`config.mk`:
```
export PLATFORM = sky130hd
export DESIGN_NAME = traffic_phase_scheduler
export DESIGN_NICKNAME = d
export VERILOG_FILES = /design/src/rtl/traffic_phase_scheduler.sv
export SDC_FILE = /design/constraint.sdc
export NUM_CORES = 1
export LEC_CHECK = 0
export CORE_MARGIN = 3
export CORE_UTILIZATION = 40
export CTS_CLUSTER_SIZE = 40
export DETAILED_ROUTE_END_ITERATION = 10
export PLACE_DENSITY = 0.64
export SLEW_MARGIN = 40
export SYNTH_ARGS = -nofsm -noshare
export SYNTH_HDL_FRONTEND = slang
export SYNTH_SLANG_ARGS = --single-unit
```
`constraint.sdc`:
```
create_clock -name clk -period 3 [get_ports clk]
set_clock_uncertainty 0.2 [all_clocks]
set_input_delay 0.3 -clock clk [delete_from_list [all_inputs] [get_ports clk]]
set_output_delay 0.3 -clock clk [all_outputs]
set_load 0.02 [all_outputs]
```
`src/rtl/traffic_phase_scheduler.sv`:
```
// Round-robin intersection phase scheduler: green -> yellow -> all-red per granted approach.
// Optional pedestrian walk phase is compiled in with `define PED_WALK_EN.
//
// state     | meaning
// ----------+--------------------------------------------------------------
// S_ALL_RED | every approach red; waits for clearance plus a pending request
// S_GREEN   | grant_idx approach green, held MIN_GREEN..MAX_GREEN cycles
// S_YELLOW  | grant_idx approach yellow for exactly YELLOW_T cycles
// S_WALK    | pedestrian walk, all approaches red, WALK_T cycles (macro only)
module traffic_phase_scheduler #(
   parameter int N_APP     = 4,
   parameter int MIN_GREEN = 4,
   parameter int MAX_GREEN = 12,
   parameter int YELLOW_T  = 2,
   parameter int ALL_RED_T = 1,
   parameter int WALK_T    = 6,
   parameter int CNT_W     = 4,
   localparam int IDX_W    = $clog2(N_APP)
) (
   input  logic             clk,
   input  logic             rst_n,
   input  logic [N_APP-1:0] req,
   input  logic             ped_req,
   output logic [N_APP-1:0] green,
   output logic [N_APP-1:0] yellow,
   output logic [N_APP-1:0] red,
   output logic             walk,
   output logic [IDX_W-1:0] grant_idx
);

`ifdef PED_WALK_EN
   typedef enum logic [1:0] {S_ALL_RED, S_GREEN, S_YELLOW, S_WALK} state_t;
`else
   typedef enum logic [1:0] {S_ALL_RED, S_GREEN, S_YELLOW} state_t;
`endif

   localparam logic [CNT_W:0] MIN_GREEN_E = (CNT_W+1)'(MIN_GREEN);
   localparam logic [CNT_W:0] MAX_GREEN_E = (CNT_W+1)'(MAX_GREEN);
   localparam logic [CNT_W:0] YELLOW_E    = (CNT_W+1)'(YELLOW_T);
   localparam logic [CNT_W:0] ALL_RED_E   = (CNT_W+1)'(ALL_RED_T);

   state_t             state_q, state_d;
   logic [CNT_W-1:0]   cnt_q, cnt_d;
   logic [IDX_W-1:0]   grant_q, grant_d;
   logic [CNT_W:0]     elapsed;
   logic [N_APP-1:0]   grant_oh;
   logic               others_req;
   logic               rr_found;
   logic [IDX_W-1:0]   rr_idx;
   logic [IDX_W-1:0]   cand;
   logic               ped_pend;
   logic               ped_clr;

   assign elapsed    = {1'b0, cnt_q} + (CNT_W+1)'(1);
   assign grant_oh   = N_APP'(1) << grant_q;
   assign others_req = |(req & ~grant_oh);

`ifdef PED_WALK_EN
   localparam logic [CNT_W:0] WALK_E = (CNT_W+1)'(WALK_T);
   logic ped_pend_q, ped_pend_d;
   logic ped_prev_q, ped_prev_d;

   assign ped_pend = ped_pend_q;

   always_comb begin
      ped_prev_d = ped_req;
      ped_pend_d = (ped_pend_q & ~ped_clr) | (ped_req & ~ped_prev_q);
   end

   always_ff @(posedge clk or negedge rst_n) begin
      if (!rst_n) begin
         ped_pend_q <= 1'b0;
         ped_prev_q <= 1'b0;
      end else begin
         ped_pend_q <= ped_pend_d;
         ped_prev_q <= ped_prev_d;
      end
   end
`else
   logic ped_unused;
   assign ped_unused = ped_req;
   assign ped_pend   = 1'b0;
`endif

   // Search starts just after the last-served approach, so it is checked last.
   always_comb begin
      rr_found = 1'b0;
      rr_idx   = grant_q;
      cand     = grant_q;
      for (int i = 1; i <= N_APP; i++) begin
         cand = IDX_W'((int'(grant_q) + i) % N_APP);
         if (!rr_found && req[cand]) begin
            rr_found = 1'b1;
            rr_idx   = cand;
         end
      end
   end

   always_comb begin
      state_d = state_q;
      grant_d = grant_q;
      ped_clr = 1'b0;
      case (state_q)
         S_ALL_RED: begin
            if (elapsed >= ALL_RED_E) begin
               if (ped_pend) begin
`ifdef PED_WALK_EN
                  state_d = S_WALK;
                  ped_clr = 1'b1;
`endif
               end else if (rr_found) begin
                  state_d = S_GREEN;
                  grant_d = rr_idx;
               end
            end
         end
         S_GREEN: begin
            if (elapsed == MAX_GREEN_E ||
                (elapsed >= MIN_GREEN_E && (!req[grant_q] || others_req || ped_pend)))
               state_d = S_YELLOW;
         end
         S_YELLOW: begin
            if (elapsed >= YELLOW_E) state_d = S_ALL_RED;
         end
`ifdef PED_WALK_EN
         S_WALK: begin
            if (elapsed >= WALK_E) state_d = S_ALL_RED;
         end
`endif
         default: state_d = S_ALL_RED;
      endcase

      // Timer restarts on every state change and saturates while resting.
      if (state_d != state_q)          cnt_d = '0;
      else if (cnt_q != {CNT_W{1'b1}}) cnt_d = cnt_q + CNT_W'(1);
      else                             cnt_d = cnt_q;
   end

   always_ff @(posedge clk or negedge rst_n) begin
      if (!rst_n) begin
         state_q <= S_ALL_RED;
         cnt_q   <= '0;
         grant_q <= IDX_W'(N_APP-1);
      end else begin
         state_q <= state_d;
         cnt_q   <= cnt_d;
         grant_q <= grant_d;
      end
   end

   always_comb begin
      green  = '0;
      yellow = '0;
      if (state_q == S_GREEN)  green  = grant_oh;
      if (state_q == S_YELLOW) yellow = grant_oh;
      red = ~(green | yellow);
   end

`ifdef PED_WALK_EN
   assign walk = (state_q == S_WALK);
`else
   assign walk = 1'b0;
`endif

   assign grant_idx = grant_q;

endmodule
```
# Word level (Yosys, flattened, before mapping)
# Cells that the tools add are included.
[op_classes]
n_addsub = 6
order_cmp = 8
eq_ne = 5
shift = 1
n_mux = 27
n_bitwise = 4
n_reduce_logical = 15
[op_table]
columns = ["op", "count"]
rows = [
  ["$mux W2", 8],
  ["$mux W4", 4],
  ["$lt A2 B3 Y1 const B", 5],
  ["$bmux W1 S2", 5],
  ["$mux W1", 9],
  ["$not A4 Y4", 2],
  ["$pmux W2 S3", 1],
  ["$add A4 B1 Y5 const B", 1],
  ["$eq A5 B4 Y1 const B", 1],
  ["$ge A5 B1 Y1 const B", 1],
  ["$ge A5 B2 Y1 const B", 1],
  ["$ge A5 B3 Y1 const B", 1],
  ["$add A2 B1 Y2 const B", 2],
  ["$add A2 B2 Y2 const B", 2],
  ["$add A4 B1 Y4 const B", 1],
  ["$and A4 B4 Y4", 1],
  ["$logic_and A1 B1 Y1", 4],
  ["$logic_not A1 Y1", 4],
  ["$ne A4 B4 Y1 const B", 1],
  ["$or A4 B4 Y4", 1],
  ["$reduce_and A4 Y1", 1],
  ["$reduce_bool A4 Y1", 1],
  ["$reduce_or A4 Y1", 1],
  ["$shl A1 B2 Y4 const A", 1],
  ["other kinds (6)", 7],
]
[totals]
register_bits = 8
inputBits = 7
output_inout_bits = 15

# Depth between registers and ports, before layout
# Gate-level depths: netlist (run 1).
[depth]
depth_word = 18
ltp_mapped = 7

# Least setup slack after synthesis (run 1)
# No wires, ideal clock.
[synth_timing]
path_kind = "register to register"
start = "register grant_q[0] (netlist: grant_idx[0])"
end = "register grant_q[0] (netlist: grant_idx[0])"
t_arrival_ns = 1.978
required_time_ns = 2.725
path_slack_ns = 0.747
stages_incl_launch_ff = 7
n_path_buf = 1
period_less_slack_ns = 2.253
cell_sequence = "dfstp_2 -> buf_4 -> inv_1 -> ha_1 -> mux4_2 -> o21ai_1 -> xnor2_1"
[synth_between]
elab_chain_cells = 14
elab_cells_between_ends = 28
classes_between = "add/sub (4); mux (16); reduce/logical (8)"
[synth_lines]
columns = ["element", "line", "rtl"]
rows = [
  ["start, declared", "44", "logic [IDX_W-1:0] grant_q, grant_d;"],
  ["start signal, assigned", "143", "grant_q <= IDX_W'(N_APP-1);"],
  ["start signal, assigned", "147", "grant_q <= grant_d;"],
  ["$add A2 B1 Y2", "91", "cand = IDX_W'((int'(grant_q) + i) % N_APP);"],
  ["$bmux W1 S2", "92", "if (!rr_found && req[cand]) begin"],
  ["$mux W1 (not written as such)", "92", ""],
  ["$mux W1", "92", ""],
  ["$logic_not A1 Y1", "92", ""],
  ["$logic_and A1 B1 Y1", "92", ""],
  ["$mux W1", "92", ""],
  ["$logic_not A1 Y1", "92", ""],
  ["$logic_and A1 B1 Y1", "92", ""],
  ["$mux W1", "92", ""],
  ["$logic_not A1 Y1", "92", ""],
  ["$logic_and A1 B1 Y1", "92", ""],
  ["$reduce_bool A4 Y1 (no line) / $mux W1 (equally long branches)", "--", ""],
  ["$reduce_and A4 Y1 (no line)", "--", ""],
]
# Several ways; a longest one is shown, not always the timed one. The select of a mux whose other input is x is not followed.
# A chain may end at the register's enable or synchronous reset.

# Worst setup path in the final report (run 1)
[layout_timing]
start = "register grant_q[0] (netlist: grant_idx[0])"
end = "output red[0]"
[layout_between]
elab_chain_cells = 4
elab_cells_between_ends = 5
classes_between = "shift (1); mux (2); bitwise (2)"
[layout_lines]
columns = ["element", "line", "rtl"]
rows = [
  ["$shl A1 B2 Y4 (*)", "55", "assign grant_oh = N_APP'(1) << grant_q;"],
  ["$mux W4 (on tied branches)", "154, 155", ""],
  ["$or A4 B4 Y4 (*)", "156", "red = ~(green | yellow);"],
  ["$not A4 Y4 (*)", "156", ""],
  ["end, declared", "26", "output logic [N_APP-1:0] red,"],
]
# Every way passes the cells marked *; elsewhere a longest branch is shown, timed or not.

==> flow_summary.toml, run 1 <==
[outcome]
outcome = "complete, no violations"

[global_route]
antenna_found_initial = 0
grt_pass1_vias = 731
grt_first_pass_wirelength_um = 3180
grt-ovfl-total = 0
grt_max_degree = 13
grt_usage_pct = 15.0

[worst_setup_path]
cp_slowest_cell = "dfstp_2"
crit_family = "buffers and inverters"
end_kind = "primary output"
critPathRequiredTime_ns = 2.50
cp.arrival_ns = 2.16
worstPathMaxFanout = 12
rr_worst_depth = 5
critPathLaunchType = "register"
r2r_slack_ns = 0.71
path_cells = "inv_1, ha_1, and2_1, nor2_1, clkdlybuf4s50_1"
regToRegStartpoint = "grant_idx[0]$_DFFE_PN1P_"
cpPeakStageDelay_ns = 0.70
crit_start = "grant_idx[0]$_DFFE_PN1P_"
path_class = "register to primary output"
r2r_end = "grant_idx[0]$_DFFE_PN1P_"
path_buf_inv = 2

[timing]
fin_crit_ns = 2.66
rsz0062_at_grt = "no"
finalSetupTns_ns = 0
finalWorstSetupSlack_ns = 0.343
hold_viol_final = 0
max_freq_mhz = 376
setup_violations = 0
fin_crit_sh_pct = 88.6
slew_viol_final = 0

[finish]
final_common_cell = "clkdlybuf4s50_1"
syn_to_final_growth_pct = 26.7
drive_gt1_share_pct = 12.3
n_fill_cell = 190
final_cell_mix = "19 x clkdlybuf4s50_1, 10 x inv_1, 10 x and2_1, 10 x nor2_1, 7 x ha_1"
ff_latch_area_um2 = 203
fin_area_um2 = 1080
diodes = 0
multi_input_area_um2 = 594
num-nets-final = 130

[synthesis]
synth_nets = 109
syn_inst = 95
synth_seq_area_share_pct = 23.8
syn_avg_cell_area_um2 = 8.98
synth-seq-cells = 8
ys_types = 33
syn-cell-area_um2 = 853
ys_warn_count = 0

[flow_run]
maxCapViolations = 0

[drt]
via_count = 763
drt_iter0_markers = 7
drt-total-wl_um = 1870
wire_per_inst_um = 13.3
viasPerCell = 5.41
dr.pass1.iters = 4
route.detailed.drc = 0
ant_nets = 0

[placement]
dp_hpwl_um = 1520
place_worst_setup_slack_ns = 0.598
place_area_um2 = 1060
routabilityCongestion = 0.757
portBuffers = 19

[die]
start_util_pct = 43.1
row_count = 16
die_h_um = 52.2
die_area_um2 = 2720
ios = 22
coreArea_um2 = 1980
die_w_um = 52.2

[clocking]
cts_setup_buffers = 0
htree_levels = 1
insertion_delay_ns = 0.24
clockBufferDepth = 2
cts_sinks = 8
ctsResizeCount = 0
clock-root-buffer = "clkbuf_4"
cts_tree = "yes"
cts_inserted_buffers = 3
ctsHoldBuffers = 0
path_clk_slew_ns = 0.05

[pwr]
powerDensity_nw_per_um2 = 1010
power.leakage_uw = 0.000443
ir_drop_v = 0.000527

[worst_hold_path]
hold_class = "input pin to asynchronous set/reset pin"
## cell families after synthesis
| logic type | share of synthesized area, % |
|---|---|
| flip-flops | 23.8 |
| multiplexers | 12.9 |
| other | 0.439 |
| XOR/XNOR | 2.05 |
| adder cells (fa/ha/maj) | 10.3 |
| AO/OA/AOI/OAI | 23.0 |
| buffers and inverters | 6.60 |
| AND/OR/NAND/NOR | 21.0 |
## metal layers
metal	wire, um	vias to the layer above	global-route usage [%]	part of all wire (%)
li1	-	375	-	-
met1	810	377	18.9	43
met2	1030	11	27.8	55
met3	37	0	0.285	2.0
met4	0	0	4.26	0
met5	0	-	0	0
## power breakdown
| part | total (uW) | switching (uW) | internal (uW) |
|---|---|---|---|
| Clock | 77.9 | 32.4 | 45.5 |
| Combinational | 754 | 379 | 376 |
| Sequential | 255 | 89.1 | 166 |
## stage by stage
stage	utilization, %	power (uW)	instances	hold WS, ns
2_1_floorplan	-	784	95	-0.196
3_3_place_gp	53.4	999	138	0.384
3_5_place_dp	53.4	1020	138	0.396
4_1_cts	54.5	1100	141	0.134
5_1_grt	54.5	1180	141	0.151
6_report	54.5	1090	141	0.130
## synthesized netlist by cell type, drive strengths merged
cell type	instances	area [um^2]
o21ai	5	25.0
and2	10	62.6
nor3b	1	12.5
mux4	4	90.1
a2111oi	1	27.5
xnor2	2	17.5
nand4	1	6.26
dfstp	2	52.6
nand2	4	15.0
dfrtp	6	150
a21oi	5	25.0
nand3	3	15.0
a21boi	1	7.51
nor3	1	5.00
nor2	10	37.5
inv	10	37.5
a31o	1	8.76
o311a	1	10.0
o22ai	3	18.8
nor2b	2	12.5
o41a	1	11.3
ha	7	87.6
nand2b	2	12.5
a22o	1	8.76
mux2i	2	20.0
conb	1	3.75
o21bai	1	11.3
a221oi	1	15.0
o211ai	3	27.5
clkbuf	1	3.75
buf	2	15.0
## worst max-delay path by stage
| stage | endpoint | depth (start not counted) | slack, ns |
|---|---|---|---|
| 6_report | red[0] | 5 | 0.34 |
| 5_1_grt | red[2] | 5 | 0.21 |
| 4_1_cts | red[0] | 5 | 0.33 |
| 3_5_place_dp | red[0] | 5 | 0.60 |
| 3_3_place_gp | red[0] | 5 | 0.61 |
| 2_1_floorplan | grant_idx[0]$_DFFE_PN1P_ | 6 | 0.75 |
## sequential cells by signal (all words and copies together), names as in the netlist
name,cells
cnt_q,4
state_q,2
grant_idx,2
## final cells by class
cell class | count | share of cell area (%)
multi-input combinational | 74 | 55.0
sequential | 8 | 18.7
timing repair buffer | 19 | 17.6
inverter | 10 | 3.47
tap | 27 | 3.12
clock buffer | 3 | 2.08
## worst register-to-register path, stage by stage, from the launching register on
cell	delay (ns)
dfstp_2	0.70
inv_1	0.11
ha_1	0.36
mux4_2	0.53
o21ai_1	0.19
xnor2_1	0.14
Power figures use the tool's default switching activity.
==> run 2, diff against run 1 <==
--- a/config.mk
+++ b/config.mk
@@ -6,10 +6,10 @@
 export NUM_CORES = 1
 export LEC_CHECK = 0
 export CORE_MARGIN = 3
-export CORE_UTILIZATION = 40
+export CORE_UTILIZATION = 48
 export CTS_CLUSTER_SIZE = 40
 export DETAILED_ROUTE_END_ITERATION = 10
-export PLACE_DENSITY = 0.64
+export PLACE_DENSITY = 0.75
 export SLEW_MARGIN = 40
 export SYNTH_ARGS = -nofsm -noshare
 export SYNTH_HDL_FRONTEND = slang
==> run 2 against run 1 <==
First-iteration DRC count grew 43%. Sequential share of layout area is the same. Register-to-register slack is essentially flat. Routed wire length shrank 5.4%. Design area is the same. Critical endpoint is now red[2]. Largest cell class unchanged. Highest routed layer unchanged.
==> flow_summary.toml, run 2 (synthesized netlist as in run 1, its figures left out) <==
[clocking]
htree_levels = 1
ctsResizeCount = 0
cts_tree = "yes"
cts_inserted_buffers = 3
cts_setup_buffers = 0
path_clk_slew_ns = 0.06
clockBufferDepth = 2
clock-root-buffer = "clkbuf_4"
ctsHoldBuffers = 0
cts_sinks = 8
insertion_delay_ns = 0.25

[die]
ios = 22
die_h_um = 48.2
die_area_um2 = 2320
die_w_um = 48.2
start_util_pct = 53.5
coreArea_um2 = 1590
row_count = 14

[finish]
top_register = "cnt_q"
largest_reg_flops = 4
diodes = 0
final_common_cell = "clkdlybuf4s50_1"
drive_gt1_share_pct = 12.2
syn_to_final_growth_pct = 26.7
final_cell_mix = "19 x clkdlybuf4s50_1, 10 x inv_1, 10 x and2_1, 10 x nor2_1, 7 x ha_1"
num-nets-final = 130

[worst_setup_path]
path_buf_inv = 2
end_kind = "primary output"
critPathLaunchType = "register"
cp.arrival_ns = 2.14
cp_slowest_cell = "dfstp_2"
cpPeakStageDelay_ns = 0.70
worstPathMaxFanout = 12
crit_family = "buffers and inverters"
path_cells = "inv_1, ha_1, and2_1, nor2_1, clkdlybuf4s50_1"
critPathRequiredTime_ns = 2.50
path_class = "register to primary output"

[pwr]
power.leakage_uw = 0.000445
pwr-share-seq_pct = 23.3
p_switching_uw = 500
ir_drop_v = 0.000641
powerDensity_nw_per_um2 = 1010
pwr-share-comb_pct = 68.8
pwr-share-clk_pct = 7.9
p_int_uw = 592
swShare_pct = 45.8

[global_route]
grt-ovfl-total = 0
grt_first_pass_wirelength_um = 3080
antenna_found_initial = 0
grt_pass1_vias = 690
grt_max_degree = 13
grt_usage_pct = 18.5

[timing]
holdWs_ns = 0.126
rsz0062_at_grt = "no"
max_freq_mhz = 378
finalSetupTns_ns = 0
setup_violations = 0
hold_viol_final = 0
fin_crit_sh_pct = 88.1
fin_crit_ns = 2.64
slew_viol_final = 0

[placement]
portBuffers = 19
routabilityCongestion = 0.774
dp_hpwl_um = 1460

[outcome]
outcome = "complete, no violations"

[drt]
drt-total-wl_um = 1770
route.detailed.drc = 0
dr.pass1.iters = 4
via_count = 745
viasPerCell = 5.36
drt_iter0_markers = 10
wire_per_inst_um = 12.7
ant_nets = 0

[worst_hold_path]
hold_class = "input pin to asynchronous set/reset pin"

[flow_run]
maxCapViolations = 0
## run 2: cell types whose count changed in the layout (fill, tap and decap cells not counted), sizes merged
| cell | change |
|---|---|
| clkbuf | +1 |
## run 2: final timing paths
kind	startpoint	to	slack [ns]	depth (start not counted)
worst max-delay path	grant_idx[0]$_DFFE_PN1P_	red[2]	0.36	5
worst min-delay path	rst_n	cnt_q[2]$_DFFE_PN0P_	0.13	1
worst max register to register	grant_idx[0]$_DFFE_PN1P_	grant_idx[0]$_DFFE_PN1P_	0.71	5
worst min register to register	grant_idx[1]$_DFFE_PN1P_	grant_idx[1]$_DFFE_PN1P_	0.41	2
max in group asynchronous	rst_n	grant_idx[1]$_DFFE_PN1P_	2.17	1
min in group clk	grant_idx[1]$_DFFE_PN1P_	grant_idx[1]$_DFFE_PN1P_	0.41	2
## run 2: final cells by class
cell class,count,area [um^2]
clock buffers,4,26.3
fillers,147,513
inverters,10,37.5
multi-input cells,74,594
flip-flops and latches,8,203
well taps,24,30.0
repair buffers,19,190
## run 2: metrics by stage
step	power, uW	cells	utilization, %	instance area (um^2)	setup WS [ns]
floorplan	784	95	-	853	0.747
global placement	989	135	66.2	1050	0.640
detailed placement	1010	135	66.2	1050	0.593
CTS	1100	139	67.8	1080	0.332
global route	1200	139	67.8	1080	0.240
finish	1090	139	67.8	1080	0.356
## run 2: power by group through the flow
| stage | clock (uW) | combinational, uW | sequential (uW) |
|---|---|---|---|
| 6_report | 85.8 | 752 | 254 |
| 5_1_grt | 94.5 | 834 | 269 |
| 4_1_cts | 88.0 | 760 | 253 |
| 3_5_place_dp | 0 | 755 | 255 |
| 3_3_place_gp | 0 | 738 | 251 |
| 2_1_floorplan | 0 | 554 | 230 |
## run 2: metal layers
metal	global-route usage, %	share of wire (%)	routed length [um]
met1	25.1	49	876
met2	32.8	49	869
met3	1.11	1.5	27
met4	3.23	0	0
met5	0	0	0
